==> config.mk <==
export PLATFORM = sky130hd
export DESIGN_NAME = divider32
export DESIGN_NICKNAME = d
export VERILOG_FILES = /design/src/rtl/divider32.sv
export SDC_FILE = /design/constraint.sdc
export NUM_CORES = 1
export LEC_CHECK = 0
export BUFFER_PORTS_ARGS = -buffer_cell sky130_fd_sc_hd__buf_4
export CAP_MARGIN = 20
export CORE_ASPECT_RATIO = 0.7
export CORE_MARGIN = 2
export CORE_UTILIZATION = 57
export CTS_CLUSTER_SIZE = 30
export DETAILED_ROUTE_END_ITERATION = 12
export GPL_TIMING_DRIVEN = 0
export PLACE_DENSITY_LB_ADDON = 0.2
export SYNTH_ARGS = -nofsm -noshare
export SYNTH_HDL_FRONTEND = slang
export SYNTH_SLANG_ARGS = --single-unit
==> constraint.sdc <==
create_clock -name clock -period 6.5 [get_ports clock]
set_input_delay 1.95 -clock clock [delete_from_list [all_inputs] [get_ports clock]]
set_output_delay 1.95 -clock clock [all_outputs]
set_load 0.01 [all_outputs]
==> src/rtl/divider32.sv <==
// Radix-2 restoring signed divider: 32 trial subtractions on magnitudes, then sign fixup.
// Produces quotient, remainder, divide-by-zero flag and a one-cycle ready pulse.
module divider32 (
  input  logic        clock,
  input  logic        reset_n,
  input  logic        ctrl_div,
  input  logic [31:0] data_operandA,
  input  logic [31:0] data_operandB,
  output logic [31:0] data_result,
  output logic [31:0] data_remainder,
  output logic        data_exception,
  output logic        data_resultRDY,
  output logic        busy
);

  localparam int unsigned W  = 32;
  localparam int unsigned CW = 5;

  typedef enum logic [1:0] {
    S_IDLE = 2'd0,
    S_ITER = 2'd1,
    S_FIX  = 2'd2,
    S_DONE = 2'd3
  } state_t;

  state_t          r_state,  w_state_nxt;
  logic [W-1:0]    r_rem,    w_rem_nxt;
  logic [W-1:0]    r_quo,    w_quo_nxt;
  logic [W-1:0]    r_abs_b,  w_abs_b_nxt;
  logic            r_qsign,  w_qsign_nxt;
  logic            r_rsign,  w_rsign_nxt;
  logic [CW-1:0]   r_count,  w_count_nxt;
  logic [W-1:0]    r_result, w_result_nxt;
  logic [W-1:0]    r_remout, w_remout_nxt;
  logic            r_exc,    w_exc_nxt;
  logic            r_rdy,    w_rdy_nxt;
  logic            r_busy,   w_busy_nxt;

  logic [W-1:0]    w_abs_a;
  logic [W-1:0]    w_abs_b;
  logic [W:0]      w_rem_sh;
  logic [W:0]      w_trial;

  assign w_abs_a  = data_operandA[W-1] ? W'(-data_operandA) : data_operandA;
  assign w_abs_b  = data_operandB[W-1] ? W'(-data_operandB) : data_operandB;
  // The partial remainder stays below |B| <= 2^31, so 32 stored bits suffice.
  assign w_rem_sh = {r_rem, r_quo[W-1]};
  assign w_trial  = w_rem_sh - {1'b0, r_abs_b};

  always_ff @(posedge clock or negedge reset_n) begin
    if (!reset_n) begin
      r_state  <= S_IDLE;
      r_rem    <= '0;
      r_quo    <= '0;
      r_abs_b  <= '0;
      r_qsign  <= 1'b0;
      r_rsign  <= 1'b0;
      r_count  <= '0;
      r_result <= '0;
      r_remout <= '0;
      r_exc    <= 1'b0;
      r_rdy    <= 1'b0;
      r_busy   <= 1'b0;
    end else begin
      r_state  <= w_state_nxt;
      r_rem    <= w_rem_nxt;
      r_quo    <= w_quo_nxt;
      r_abs_b  <= w_abs_b_nxt;
      r_qsign  <= w_qsign_nxt;
      r_rsign  <= w_rsign_nxt;
      r_count  <= w_count_nxt;
      r_result <= w_result_nxt;
      r_remout <= w_remout_nxt;
      r_exc    <= w_exc_nxt;
      r_rdy    <= w_rdy_nxt;
      r_busy   <= w_busy_nxt;
    end
  end

  always_comb begin
    w_state_nxt  = r_state;
    w_rem_nxt    = r_rem;
    w_quo_nxt    = r_quo;
    w_abs_b_nxt  = r_abs_b;
    w_qsign_nxt  = r_qsign;
    w_rsign_nxt  = r_rsign;
    w_count_nxt  = r_count;
    w_result_nxt = r_result;
    w_remout_nxt = r_remout;
    w_exc_nxt    = r_exc;
    w_rdy_nxt    = 1'b0;
    w_busy_nxt   = 1'b0;

    case (r_state)
      S_IDLE: begin
        if (ctrl_div) begin
          w_abs_b_nxt = w_abs_b;
          w_qsign_nxt = data_operandA[W-1] ^ data_operandB[W-1];
          w_rsign_nxt = data_operandA[W-1];
          w_rem_nxt   = '0;
          w_quo_nxt   = w_abs_a;
          w_count_nxt = '0;
          if (data_operandB == '0) begin
            w_result_nxt = '0;
            w_remout_nxt = '0;
            w_exc_nxt    = 1'b1;
            w_rdy_nxt    = 1'b1;
            w_state_nxt  = S_DONE;
          end else begin
            w_state_nxt  = S_ITER;
          end
        end
      end
      S_ITER: begin
        if (!w_trial[W]) begin
          w_rem_nxt = w_trial[W-1:0];
          w_quo_nxt = {r_quo[W-2:0], 1'b1};
        end else begin
          w_rem_nxt = w_rem_sh[W-1:0];
          w_quo_nxt = {r_quo[W-2:0], 1'b0};
        end
        w_count_nxt = CW'(r_count + CW'(1));
        if (r_count == CW'(W - 1)) begin
          w_state_nxt = S_FIX;
        end
      end
      S_FIX: begin
        w_result_nxt = r_qsign ? W'(-r_quo) : r_quo;
        w_remout_nxt = r_rsign ? W'(-r_rem) : r_rem;
        w_exc_nxt    = 1'b0;
        w_rdy_nxt    = 1'b1;
        w_state_nxt  = S_DONE;
      end
      S_DONE: begin
        w_state_nxt = S_IDLE;
      end
      default: begin
        w_state_nxt = S_IDLE;
      end
    endcase

    w_busy_nxt = (w_state_nxt != S_IDLE);
  end

  assign data_result    = r_result;
  assign data_remainder = r_remout;
  assign data_exception = r_exc;
  assign data_resultRDY = r_rdy;
  assign busy           = r_busy;

endmodule

==> Yosys cells after proc, flatten, opt, wreduce, memory -nomap -nowiden <==
Index checks and enable logic that the tools add are counted.
{ "classes": {"addsub": 6, "reduce_logical": 8, "n_eq_ne": 6, "muxes": 26, "bitwise": 1} }
{ "ops": {"columns": ["cell", "n"], "rows": [
  ["32-bit two-way mux", 9],
  ["32-bit one-hot mux with 2 select lines", 4],
  ["32-bit negator", 4],
  ["33-bit by 32-bit subtractor with 33-bit output", 1],
  ["32-bit logical NOT", 1],
  ["5-bit one-hot mux with 2 select lines", 1],
  ["2-bit one-hot mux with 4 select lines", 1],
  ["2-bit two-way mux", 3],
  ["2-bit nonzero test", 3],
  ["5-bit by 1-bit adder with 5-bit output (second input constant)", 1],
  ["5-bit equality test (second input constant)", 1],
  ["1-bit two-way mux", 5],
  ["5-bit two-way mux", 1],
  ["2-bit equality test (second input constant)", 2],
  ["2-bit inequality test (second input constant)", 2],
  ["1-bit one-hot mux with 2 select lines", 2],
  ["2-bit AND reduction", 2],
  ["3-bit AND reduction", 1],
  ["2-bit by 1-bit equality test with 1-bit output (second input constant)", 1],
  ["2-bit logical NOT", 1],
  ["1-bit XOR", 1]
]} }
{ "word_totals": {"regBits": 172, "wordCells": 59} }

==> Depth between registers and ports, before layout <==
{ "depth": {"word_depth": 5, "mapped_depth": 14} }

==> Least setup slack after synthesis <==
No wires, ideal clock.
{ "synth_path": {"kind": "input port to flip-flop", "start": "input port data_operandA[8]", "end": "register r_quo[27]", "setup_ns": 0.130, "t_required_ns": 6.370, "setup_slack_ns": 2.113, "arrival_ns": 4.257, "path_stages": 8, "cell_sequence": "or3_4 or4_4 or3_4 or3_4 or3_4 o31ai_2 xor2_1 o21ai_1"} }
{ "synth_via": {"elab_chain_len": 4} }
{ "synth_lines": {"columns": ["item", "line_no", "source"], "rows": [
  ["from (decl)", "7", "input logic [31:0] data_operandA,"],
  ["32-bit negator", "44", "assign w_abs_a = data_operandA[W-1] ? W'(-data_operandA) : data_operandA;"],
  ["32-bit two-way mux", "44", null],
  ["32-bit two-way mux", "96", "if (ctrl_div) begin"],
  ["32-bit one-hot mux with 2 select lines", "94", "case (r_state)"],
  ["to (signal assigned)", "67", "r_quo <= w_quo_nxt;"],
  ["to (decl)", "28", "logic [W-1:0] r_quo, w_quo_nxt;"]
]} }
Every way passes these cells. The select of a mux whose other input is x is not followed.
A chain may end at the register's enable or synchronous reset.

==> Worst setup path after layout <==
{ "layout_path": {"start": "input port data_operandB[6]", "end": "register r_remout[21], in the netlist data_remainder[21]"} }
{ "layout_via": {"elab_chain_len": 3} }
{ "layout_lines": {"columns": ["item", "line_no", "source"], "rows": [
  ["from (decl)", "8", "input logic [31:0] data_operandB,"],
  ["32-bit logical NOT", "103", "if (data_operandB == '0) begin"],
  ["2-bit inequality test (no line)", null, null],
  ["3-bit AND reduction (no line)", null, null],
  ["to (signal assigned)", "73", "r_remout <= w_remout_nxt;"],
  ["to (decl)", "34", "logic [W-1:0] r_remout, w_remout_nxt;"]
]} }
Every way passes these cells.

==> out/summary.log <==
qor: run_status.result_of_the_run finished, final reports clean
qor: sta.layout_worst_path_cycle_share 0.693
qor: routing.route.top_layer_used met4
qor: global_route.grt_start_max_net_pins 108
qor: sta.timing.setup.tns 0 ns
qor: power_and_ir_drop.leakage_power_figure 5.86 nW
qor: routing.route.met2.wl 12800 um
qor: power_and_ir_drop.clock_network_power_share 0.139
qor: critical_path.worst_path_largest_cell_delay 0.56 ns
qor: clock_tree.cts-buffers-inserted 17
qor: clock_tree.tritoncts built
qor: critical_path.critPathTopFamily simple AND/OR/NAND/NOR gates
qor: global_route.wire_length_of_the_first_global_routing_pass 51100 um
qor: clock_tree.root_buffer sky130_fd_sc_hd__clkbuf_16
qor: sta.rsz0062_at_grt no
qor: clock_tree.cts.htree.levels 4
qor: sta.clock_skew 0.0121 ns
qor: critical_path.rr_startpoint r_quo[31]$_DFFE_PN0P_
qor: placed_design.dpl_cell_area 12500 um2
qor: clock_tree.clk_transition_reported_paths 0.07 ns
qor: synthesis.synth-seq-area-share 0.388
qor: layout.antenna-diode-count 0
qor: global_route.grt_overflow_total 0
qor: power_and_ir_drop.power_report.internal_total 4.05 mW
qor: clock_tree.postCtsSetupBuffers 0
qor: floorplan.top_level_ports 134
qor: critical_path.timing.critical_path.cells buf_4 -> or4_4 -> nor4_2 -> nand2b_1 -> or3_4 -> or3_4 -> nor4_2 -> a21oi_1 -> buf_2 -> nand2_1 -> o21ai_0
qor: global_route.grt_pass1_vias 9202
qor: floorplan.core 19000 um2
qor: placed_design.routabilityCongestion 0.967
qor: critical_path.data_arrival_time_of_the_worst_path 4.80 ns
qor: placed_design.buffer_ports.inserted 133
qor: floorplan.initial_core_util 0.584
qor: synthesis.top_cells_by_area_in_the_synthesized_netlist sky130_fd_sc_hd__dfrtp_1, sky130_fd_sc_hd__xor2_1, sky130_fd_sc_hd__o21ai_0
qor: power_and_ir_drop.pwr_density_cell 580 nW/um2
qor: critical_path.r2r-end r_rem[22]$_DFFE_PN0P_
qor: clock_tree.post_cts_gate_resize_count 0
qor: routing.avgRoutedWirePerCell 19.4 um
qor: layout.finish.instance_area 13100 um2
qor: placed_design.detailedPlacementHpwl 25100 um
qor: synthesis.syn_area 11100 um2
qor: power_and_ir_drop.net-switching-power 3.53 mW
qor: layout.final_instance_count_excl_fillers 1673
qor: synthesis.yosys.area.top_type sky130_fd_sc_hd__dfrtp_1
qor: layout.synthToLayoutAreaGrowth 17.7%
qor: sta.setup-violations-final 0
qor: synthesis.post-synth-top-area-fraction 0.388
qor: critical_path.start_kind primary input
qor: min_path.holdCritStartpoint r_abs_b[27]$_DFFE_PN0P_
qor: critical_path.reg2reg_slack 2.44 ns
qor: synthesis.postSynth.topFlopCell sky130_fd_sc_hd__dfrtp_1
qor: sta.maxClockFrequency 222 MHz
qor: layout.final_layout_fill_cell_count 1541
qor: routing.first_iter_violations 1133
qor: synthesis.syn-mean-instance-area 8.93 um2
qor: layout.post_route_cells_drive_above_1_share 0.148
qor: floorplan.die_area 20600 um2
qor: min_path.worst_hold_path_type reg -> reg
qor: synthesis.yosysWarningCount 0
qor: global_route.grt_antenna_before_repair 0
qor: sta.slew-limit-headroom 0.260
qor: critical_path.reg2regPathDepth 14
qor: power_and_ir_drop.power.sequential.fraction 0.281
qor: clock_tree.clkSinkCount 172
qor: sta.post-route-min-period 4.51 ns
qor: synthesis.number_of_enable_type_register_cells_in_the_synthesized_netlist 0
qor: power_and_ir_drop.switching_share 0.465
qor: critical_path.slowest_stage sky130_fd_sc_hd__or4_4
qor: run.max-cap-violations 0
qor: sta.finalMaxSlewViolations 0
qor: critical_path.timing.critical_path.buf_inv 2
qor: critical_path.cp-end-kind flip-flop
qor: routing.met3_wirelength 3620 um
qor: min_path.min_delay_path_depth 2
qor: clock_tree.cts_hold_buffers 0
qor: synthesis.synth_seq_cells 172
qor: sta.max_slew.worst_pin.slew 1.11 ns
qor: routing.drt.antenna.violating_nets 0
qor: power_and_ir_drop.worst_ir_drop_vdd 0.287 mV
qor: synthesis.ys_async_rst_share 1.00
qor: routing.vias_per_inst 6.10
qor: synthesis.synth.distinct_cells 67
qor: clock_tree.clockBufferDepth 2
qor: synthesis.syn-num-nets 1349
qor: critical_path.critPathMaxFanout 10
qor: floorplan.horiz_die_dim 171 um
qor: routing.drc 0
qor: routing.wirelength_met1 15700 um
qor: min_path.worst_hold_path.endpoint r_abs_b[27]$_DFFE_PN0P_
qor: critical_path.setup.worst_path.class in -> reg
qor: routing.via_count 10.2k
qor: routing.drt_pass1_iterations 5
qor: global_route.grt_util_all_layers 0.322
qor: routing.routed_wl 32400 um
qor: synthesis.netlist_instances 1243
qor: power_and_ir_drop.part_of_the_power_in_combinational_logic 0.580
qor: layout.design.final.nets 1502
qor: floorplan.die_height 121 um
qor: placed_design.dp_cells 1641
qor: floorplan.floorplan.rows 42
qor: clock_tree.clkLatencyLatePin 0.44 ns
qor: critical_path.timing.critical_path.required 6.79 ns
qor: sta.hold_viol_final 0
flip-flops by register name, indices dropped and copies added (netlist names):
register        cells
busy                1
data_exception      1
data_remainder     32
data_result        32
data_resultRDY      1
r_abs_b            32
r_count             5
r_qsign             1
r_quo              32
r_rem              32
r_rsign             1
r_state             2
synthesized netlist by cell type, drive strengths merged (16+ instances only):
| library cell | n |
|---|---|
| or4 | 19 |
| nand2 | 186 |
| ha | 38 |
| a22oi | 30 |
| o21ai | 163 |
| inv | 43 |
| nor2 | 35 |
| mux2i | 33 |
| o41ai | 16 |
| o31ai | 36 |
| dfrtp | 172 |
| a21oi | 29 |
| nand3 | 19 |
| a21o | 16 |
| o22ai | 47 |
| buf | 19 |
| xnor2 | 37 |
| xor2 | 112 |
| clkbuf | 56 |
| or3 | 20 |
kinds of logic (layout without fill, tap and decap cells):
family | after synthesis | after routing | share of synthesized area
fa+ha+maj | 39 | 39 | 0.0446
mux | 33 | 33 | 0.0297
xor+xnor | 149 | 149 | 0.118
buf+inv | 118 | 284 | 0.0453
simple gates | 343 | 343 | 0.150
flops | 172 | 172 | 0.388
compound gates | 389 | 389 | 0.225
layout make-up:
type	instances	area, um2	share of cell area
Buffer	75	342	0.0261
Clock buffer	19	443	0.0339
Clock inverter	13	160	0.0123
Inverter	43	161	0.0123
Multi-Input combinational cell	953	6300	0.482
Sequential cell	172	4300	0.329
Tap cell	264	330	0.0253
Timing Repair Buffer	134	1030	0.0791
metrics by stage:
stage	util	worst slack, ns	hold WS [ns]	power [mW]
6_report	0.687	1.99	0.481	7.58
3_5_place_dp	0.655	1.58	0.473	6.40
5_1_grt	0.687	1.81	0.511	8.14
3_3_place_gp	0.654	1.63	0.464	6.28
2_1_floorplan	-	2.11	0.450	5.13
4_1_cts	0.687	2.04	0.488	7.47
layer usage:
layer / vias to the layer above / global-route usage
met2: 531 / 0.425
met4: 0 / 0.0636
met1: 4846 / 0.516
met5: - / 0
li1: 4796 / -
met3: 39 / 0.0936
worst register-to-register path: stages, from the launching register on:
cell and delay [ns]:
sky130_fd_sc_hd__dfrtp_1 0.36, sky130_fd_sc_hd__inv_1 0.11, sky130_fd_sc_hd__ha_1 0.25, sky130_fd_sc_hd__fa_1 0.40, sky130_fd_sc_hd__nor2b_1 0.20, sky130_fd_sc_hd__o2111ai_1 0.17, sky130_fd_sc_hd__a21boi_1 0.34, sky130_fd_sc_hd__o211ai_1 0.23
sky130_fd_sc_hd__a2111oi_1 0.81, sky130_fd_sc_hd__o211ai_1 0.15, sky130_fd_sc_hd__nand3_1 0.13, sky130_fd_sc_hd__buf_4 0.23, sky130_fd_sc_hd__buf_6 0.20, sky130_fd_sc_hd__mux2i_1 0.22, sky130_fd_sc_hd__o21ai_0 0.12
power groups by stage:
stage | Sequential [mW] | Combinational, mW | Clock (mW)
final | 2.13 | 4.39 | 1.06
after global routing | 2.18 | 4.86 | 1.10
after CTS | 2.10 | 4.31 | 1.06
after detailed placement | 2.11 | 4.28 | 0
after global placement | 2.10 | 4.19 | 0
after floorplan | 2.00 | 3.13 | 0
how the worst max path moves through the flow:
stage	startpoint	depth (start not counted)	to	slack (ns)
after floorplan	data_operandA[8]	8	r_quo[27]$_DFFE_PN0P_	2.11
after global placement	data_operandB[6]	11	data_remainder[25]$_DFFE_PN0P_	1.63
after detailed placement	data_operandB[6]	11	data_remainder[21]$_DFFE_PN0P_	1.58
after CTS	data_operandB[6]	11	data_remainder[21]$_DFFE_PN0P_	2.04
after global routing	data_operandB[6]	11	data_remainder[30]$_DFFE_PN0P_	1.81
final	data_operandB[6]	11	data_remainder[21]$_DFFE_PN0P_	1.99
layout by cell type (no fill, tap or decap), types with 8 or more instances in the layout:
master                        n
sky130_fd_sc_hd__nand2_1    186
sky130_fd_sc_hd__dfrtp_1    172
sky130_fd_sc_hd__o21ai_0    145
sky130_fd_sc_hd__buf_4      134
sky130_fd_sc_hd__xor2_1     112
sky130_fd_sc_hd__clkbuf_1    57
sky130_fd_sc_hd__o22ai_1     47
sky130_fd_sc_hd__inv_1       43
sky130_fd_sc_hd__ha_1        38
sky130_fd_sc_hd__xnor2_1     37
sky130_fd_sc_hd__nor2_1      35
sky130_fd_sc_hd__mux2i_1     33
sky130_fd_sc_hd__o31ai_1     32
sky130_fd_sc_hd__a22oi_1     30
sky130_fd_sc_hd__a21oi_1     29
sky130_fd_sc_hd__nand3_1     19
sky130_fd_sc_hd__o21ai_1     17
sky130_fd_sc_hd__clkbuf_16   17
sky130_fd_sc_hd__a21o_1      16
sky130_fd_sc_hd__or4_1       15
sky130_fd_sc_hd__o41ai_1     13
sky130_fd_sc_hd__or3_1       12
sky130_fd_sc_hd__nor3_1      11
sky130_fd_sc_hd__nor2b_1      9
sky130_fd_sc_hd__or3_4        8
Note: power is estimated with default switching activity, not from simulation.
